$ cat src/rtl/rom_port_arbiter.sv
// rom_port_arbiter
//   Shares one single-port synchronous boot ROM between the CPU and the DMA
//   engine. Grants at most one read per clock (CPU has fixed priority), drives
//   the registered ROM address and tracks reads through a ROM_LAT-deep
//   owner pipeline. It returns the data and a one-cycle ack to the port that
//   issued the read.
// Ports
//   clk, rst             clock, synchronous active-high reset
//   cpu_req / cpu_addr   CPU level request and address (address stable while req is high)
//   cpu_dout / cpu_ack   CPU read data (held between acks) and one-cycle ack
//   dma_req / dma_addr   DMA level request and address
//   dma_dout / dma_ack   DMA read data (held between acks) and one-cycle ack
//   rom_a / rom_dout     registered ROM address, ROM read data
module rom_port_arbiter #(
  parameter int          ADDR_W  = 15,
  parameter int          DATA_W  = 8,
  parameter int unsigned ROM_LAT = 1
) (
  input  logic              clk,
  input  logic              rst,
  input  logic              cpu_req,
  input  logic [ADDR_W-1:0] cpu_addr,
  output logic [DATA_W-1:0] cpu_dout,
  output logic              cpu_ack,
  input  logic              dma_req,
  input  logic [ADDR_W-1:0] dma_addr,
  output logic [DATA_W-1:0] dma_dout,
  output logic              dma_ack,
  output logic [ADDR_W-1:0] rom_a,
  input  logic [DATA_W-1:0] rom_dout
);

  typedef enum logic {OWN_CPU = 1'b0, OWN_DMA = 1'b1} owner_t;

  logic [ROM_LAT:0] s_vld;
  owner_t           s_own [ROM_LAT+1];
  logic             cpu_busy, dma_busy;

  logic cpu_elig, dma_elig;
  logic grant_cpu, grant_dma;
  logic done_cpu, done_dma;

  // A port waits one full cycle after its ack before it can be granted again.
  // This gives the requester the ack cycle to change or drop its request.
  assign cpu_elig  = cpu_req & ~cpu_busy & ~cpu_ack;
  assign dma_elig  = dma_req & ~dma_busy & ~dma_ack;
  assign grant_cpu = cpu_elig;
  assign grant_dma = dma_elig & ~cpu_elig;

  // The tail stage holds the read whose data is on rom_dout during this cycle.
  assign done_cpu = s_vld[ROM_LAT] & (s_own[ROM_LAT] == OWN_CPU);
  assign done_dma = s_vld[ROM_LAT] & (s_own[ROM_LAT] == OWN_DMA);

  always_ff @(posedge clk) begin
    if (rst) begin
      rom_a    <= '0;
      cpu_dout <= '0;
      dma_dout <= '0;
      cpu_ack  <= 1'b0;
      dma_ack  <= 1'b0;
      cpu_busy <= 1'b0;
      dma_busy <= 1'b0;
      s_vld    <= '0;
      for (int unsigned k = 0; k <= ROM_LAT; k++) s_own[k] <= OWN_CPU;
    end else begin
      cpu_ack <= done_cpu;
      dma_ack <= done_dma;
      if (done_cpu) cpu_dout <= rom_dout;
      if (done_dma) dma_dout <= rom_dout;

      // A grant needs ~busy and completion needs busy, so the two never
      // coincide for the same port.
      if (grant_cpu)     cpu_busy <= 1'b1;
      else if (done_cpu) cpu_busy <= 1'b0;
      if (grant_dma)     dma_busy <= 1'b1;
      else if (done_dma) dma_busy <= 1'b0;

      if (grant_cpu)      rom_a <= cpu_addr;
      else if (grant_dma) rom_a <= dma_addr;

      s_vld[0] <= grant_cpu | grant_dma;
      s_own[0] <= grant_cpu ? OWN_CPU : OWN_DMA;
      for (int unsigned k = 1; k <= ROM_LAT; k++) begin
        s_vld[k] <= s_vld[k-1];
        s_own[k] <= s_own[k-1];
      end
    end
  end

endmodule

$ cat config.mk
export PLATFORM = sky130hd
export DESIGN_NAME = rom_port_arbiter
export DESIGN_NICKNAME = d
export VERILOG_FILES = /design/src/rtl/rom_port_arbiter.sv
export SDC_FILE = /design/constraint.sdc
export NUM_CORES = 1
export LEC_CHECK = 0
export CELL_PAD_IN_SITES_DETAIL_PLACEMENT = 0
export CELL_PAD_IN_SITES_GLOBAL_PLACEMENT = 2
export CORE_MARGIN = 3
export CORE_UTILIZATION = 22
export DETAILED_ROUTE_END_ITERATION = 10
export HOLD_SLACK_MARGIN = 0.05
export PLACE_DENSITY = 0.9
export SLEW_MARGIN = 0
export SYNTH_ARGS = -nofsm -noshare
export SYNTH_HDL_FRONTEND = slang
export SYNTH_SLANG_ARGS = --single-unit
$ cat constraint.sdc
create_clock -name clk -period 1.5 [get_ports clk]
set_input_delay 0.3 -clock clk [delete_from_list [all_inputs] [get_ports clk]]
set_output_delay 0.3 -clock clk [all_outputs]
set_load 0.02 [all_outputs]
==> summary.md <==
The run finished with clean final reports. Final weighted congestion of routability-driven global placement: 0.6949. The die is 90.72 µm tall.

The area growth from synthesis to layout is 56.97%. Number of ports placed on the die boundary: 75. In this design, the stage delay of the slowest critical-path cell is 0.45 ns. At the pin with the least slew margin, the transition time is 0.4452 ns. Final antenna diode count: 0. Data on the critical path is required at its endpoint by 1.68 ns. The detail route stage leaves a number of antenna-violating nets equal to 0. The proportion of layout cells with a drive suffix above 1 was 0.1265. Measured along the x axis, the die boundary spans 90.72 µm. The tools report the initial core utilization as 0.2299. The clock net in this run drives a total of 39 sinks. The fraction of the core area covered by cells at the end of the flow is 0.3608, and the post-route fraction of the period consumed by the critical path is 0.9431.

The part of the Yosys area used for sequential elements is 0.4945, and the worst-case hold slack is 0.4377 ns. The startpoint type of the worst setup path is a primary input. The count of buffers added on input and output ports is 74.

Timing would allow up to 0.7069 GHz. In this run the clock root is driven by a sky130_fd_sc_hd__clkbuf_8. The net count of the finished layout is 294.

After floorplanning, the core was divided into 30 placement rows. The tools report the total nets after synthesis as 220. The initial antenna violation count was 0; the post-synthesis area per instance was 8.871 µm². Count of endpoints failing setup in the final report: 0.

Between clock sinks in the finished design, the worst skew comes to 0.003595 ns. The power density relative to cell area is 946.1 nW/µm², and the wire length of the first global-routing pass is 7.093 mm. Clock period minus final worst setup slack: 1.415 ns. The path type of the worst setup path is primary input to flip-flop. For the worst ir drop on vdd, the log shows 0.0002800 V. The largest individual stage delay along the critical path comes from the cell sky130_fd_sc_hd__clkdlybuf4s50_1. The synthesized design spends more area on one cell type than any other, namely sky130_fd_sc_hd__dfxtp_1. The placement-stage worst setup slack is -0.2116 ns, and the area share of the largest cell type after synthesis is 0.4945. After clock tree synthesis, the clock-pin slew on the worst setup and hold paths is 0.08 ns. Synthesis produced 178 cells.

Deepest clock path buffer count: 2. After synthesis, the cell types taking the most area are sky130_fd_sc_hd__dfxtp_1 49%, sky130_fd_sc_hd__nand2_1 15%, sky130_fd_sc_hd__a311oi_2 14%. The floorplan step defined a die boundary enclosing 8230 µm². The buffer and inverter count on the worst path is 2. The detailed router finished its first iteration with 54 violations. Setup repair after global routing left no endpoint under its margin.

The final wirelength is 4.191 mm. The tools report the total count of max-transition violations in the final report as 0. The most critical setup path has its startpoint at cpu_req. Counting distinct cell types in the post-synthesis netlist gives 17. The final number of hold-violating endpoints was 0; the final worst setup slack was 0.08539 ns. The logs give 2 for the H-tree depth and 0 for the global-route congestion overflow total. Data on the critical path arrives at its endpoint at 1.59 ns.

The number of buffers created by CTS is 5, and the routed wirelength normalized by instance count is 12.01 µm. The logs give 0.1073 for the global routing usage summed across all routing layers and 0 for the total number of yosys warnings. TritonCTS built the clock tree. The kind of cell with the highest combined delay along the critical path is buffers and inverters.

The worst hold path begins at rst. After detailed routing, the number of remaining DRC violations is 0. STA classifies the critical path endpoint as a flip-flop. The floorplan step defined a core boundary enclosing 6869 µm². For this run, the detailed router's first-pass iteration total came to 4. Traced cell by cell, the critical path runs through clkdlybuf4s50_1 -> or3b_1 -> buf_12 -> a22oi_1 -> nor2_1. For the number of max-cap violations, the log shows 0. Of all nets on the critical path, the largest fanout is 23. Path category of the worst min-delay check: primary input to flip-flop. For the cell leakage power, the log shows 1.011 nW. At the later pin of the worst-skew pair, clock insertion delay measures 0.28 ns. The run gives 40 as the maximum number of pins on one net before global-route repair. The overall via count from detail_route is 1,451, and the post-synthesis register bit count is 39. The via count of the first global-routing pass was 1,465.

For the max-slew headroom at the worst pin, the log shows 0.7032. The cell area after synthesis is 1579 µm². The startpoint identified for the worst register-to-register timing path is cpu_busy. Dividing the detail-routed via count by the number of cells gives 4.158. Once detailed placement completed, the half-perimeter wirelength came to 3.017 mm.
==> sequential cells by signal, summed over array words and instances (netlist names) <==
signal / count
s_own: 2
cpu_ack: 1
dma_busy: 1
cpu_busy: 1
s_vld: 2
dma_dout: 8
rom_a: 15
dma_ack: 1
cpu_dout: 8
==> logic make-up (layout without fill, tap and decap cells) <==
group / Yosys count / after routing / synth area share
AO/OA/AOI/OAI: 34 / 34 / 0.2044
AND/OR/NAND/NOR: 91 / 91 / 0.2417
flip-flops: 39 / 39 / 0.4945
buffers and inverters: 14 / 89 / 0.05942
==> synth_stat cells <==
cell type                  number
sky130_fd_sc_hd__a311oi_2      15
sky130_fd_sc_hd__nor2_1        18
sky130_fd_sc_hd__buf_6          3
sky130_fd_sc_hd__nor3b_4        1
sky130_fd_sc_hd__or3b_1         2
sky130_fd_sc_hd__buf_8          1
sky130_fd_sc_hd__clkbuf_1       5
sky130_fd_sc_hd__dfxtp_1       39
sky130_fd_sc_hd__and2_1         1
sky130_fd_sc_hd__buf_4          1
sky130_fd_sc_hd__nand2_1       64
sky130_fd_sc_hd__nand2b_1       1
sky130_fd_sc_hd__a21oi_1       18
sky130_fd_sc_hd__buf_1          1
sky130_fd_sc_hd__a22oi_1        1
sky130_fd_sc_hd__buf_2          3
sky130_fd_sc_hd__nor2b_1        4
==> through the flow <==
| stage | power (W) | area [µm²] | cells | setup TNS (ns) |
|---|---|---|---|---|
| floorplan | 0.001443 | 1579 | 178 | 0 |
| global placement | 0.001710 | 2431 | 341 | -3.093 |
| global route | 0.002475 | 2479 | 349 | 0 |
| detailed placement | 0.001716 | 2431 | 341 | -2.919 |
| finish | 0.002345 | 2479 | 349 | 0 |
| CTS | 0.002391 | 2479 | 349 | 0 |
==> final cells by class <==
| class | count | area (µm²) |
|---|---|---|
| Clock buffer | 5 | 68.82 |
| Clock inverter | 3 | 20.02 |
| Fill cell | 730 | 4390 |
| Multi-Input combinational cell | 125 | 704.4 |
| Sequential cell | 39 | 780.7 |
| Tap cell | 96 | 120.1 |
| Timing Repair Buffer | 81 | 784.5 |
==> where the power goes <==
group          switching [W]  internal, W
clock               0.000380     0.000324
sequential         0.0000334      0.00110
combinational       0.000252     0.000254
==> worst paths after layout <==
| kind | cells after the start | to | slack [ns] |
|---|---|---|---|
| setup / recovery | 5 | dma_busy | 0.09 |
| hold / removal | 3 | rom_a[11] | 0.44 |
| setup reg to reg | 4 | dma_busy | 0.22 |
| hold reg to reg | 1 | s_vld[1] | 0.44 |
==> cells in the final DEF (no fill, tap or decap) <==
| cell type | netlist | final |
|---|---|---|
| sky130_fd_sc_hd__nand2_1 | 64 | 64 |
| sky130_fd_sc_hd__and2_1 | 1 | 1 |
| sky130_fd_sc_hd__a21oi_1 | 18 | 18 |
| sky130_fd_sc_hd__clkinv_2 | 0 | 1 |
| sky130_fd_sc_hd__clkdlybuf4s50_1 | 0 | 40 |
| sky130_fd_sc_hd__buf_4 | 1 | 4 |
| sky130_fd_sc_hd__a311oi_2 | 15 | 15 |
| sky130_fd_sc_hd__nor2b_1 | 4 | 4 |
| sky130_fd_sc_hd__buf_12 | 0 | 3 |
| sky130_fd_sc_hd__clkbuf_8 | 0 | 5 |
| sky130_fd_sc_hd__nor2_1 | 18 | 18 |
| sky130_fd_sc_hd__nor3b_4 | 1 | 1 |
| sky130_fd_sc_hd__clkinvlp_4 | 0 | 2 |
| sky130_fd_sc_hd__a22oi_1 | 1 | 1 |
| sky130_fd_sc_hd__buf_2 | 3 | 1 |
| sky130_fd_sc_hd__dfxtp_1 | 39 | 39 |
| sky130_fd_sc_hd__nand2b_1 | 1 | 1 |
| sky130_fd_sc_hd__or3b_1 | 2 | 2 |
| sky130_fd_sc_hd__dlygate4sd2_1 | 0 | 33 |
==> layer usage <==
metal | global-route usage | vias up | part of all wire | routed length (µm)
met4 | 0.03827 | 0 | 0.0067 | 28
met1 | 0.1289 | 674 | 0.44 | 1829
met2 | 0.1810 | 34 | 0.51 | 2117
met3 | 0.03167 | 2 | 0.051 | 215
li1 | - | 741 | - | -
met5 | 0 | - | 0 | 0
==> timing repair <==
action / 4_1_cts / 5_1_grt
setup endpoints to repair: 33 / 0
hold buffers: 0 / 0
buffers inserted: 0 / 0
endpoints found under the hold margin: 0 / 0
gates resized for setup: 33 / 0
==> worst register-to-register path, cell delays in order, from the launching register on <==
cell and delay [ns]:
sky130_fd_sc_hd__dfxtp_1 0.31, sky130_fd_sc_hd__or3b_1 0.43, sky130_fd_sc_hd__buf_12 0.19, sky130_fd_sc_hd__a22oi_1 0.19
sky130_fd_sc_hd__nor2_1 0.05
No activity file was read; power rests on OpenSTA's default activity.
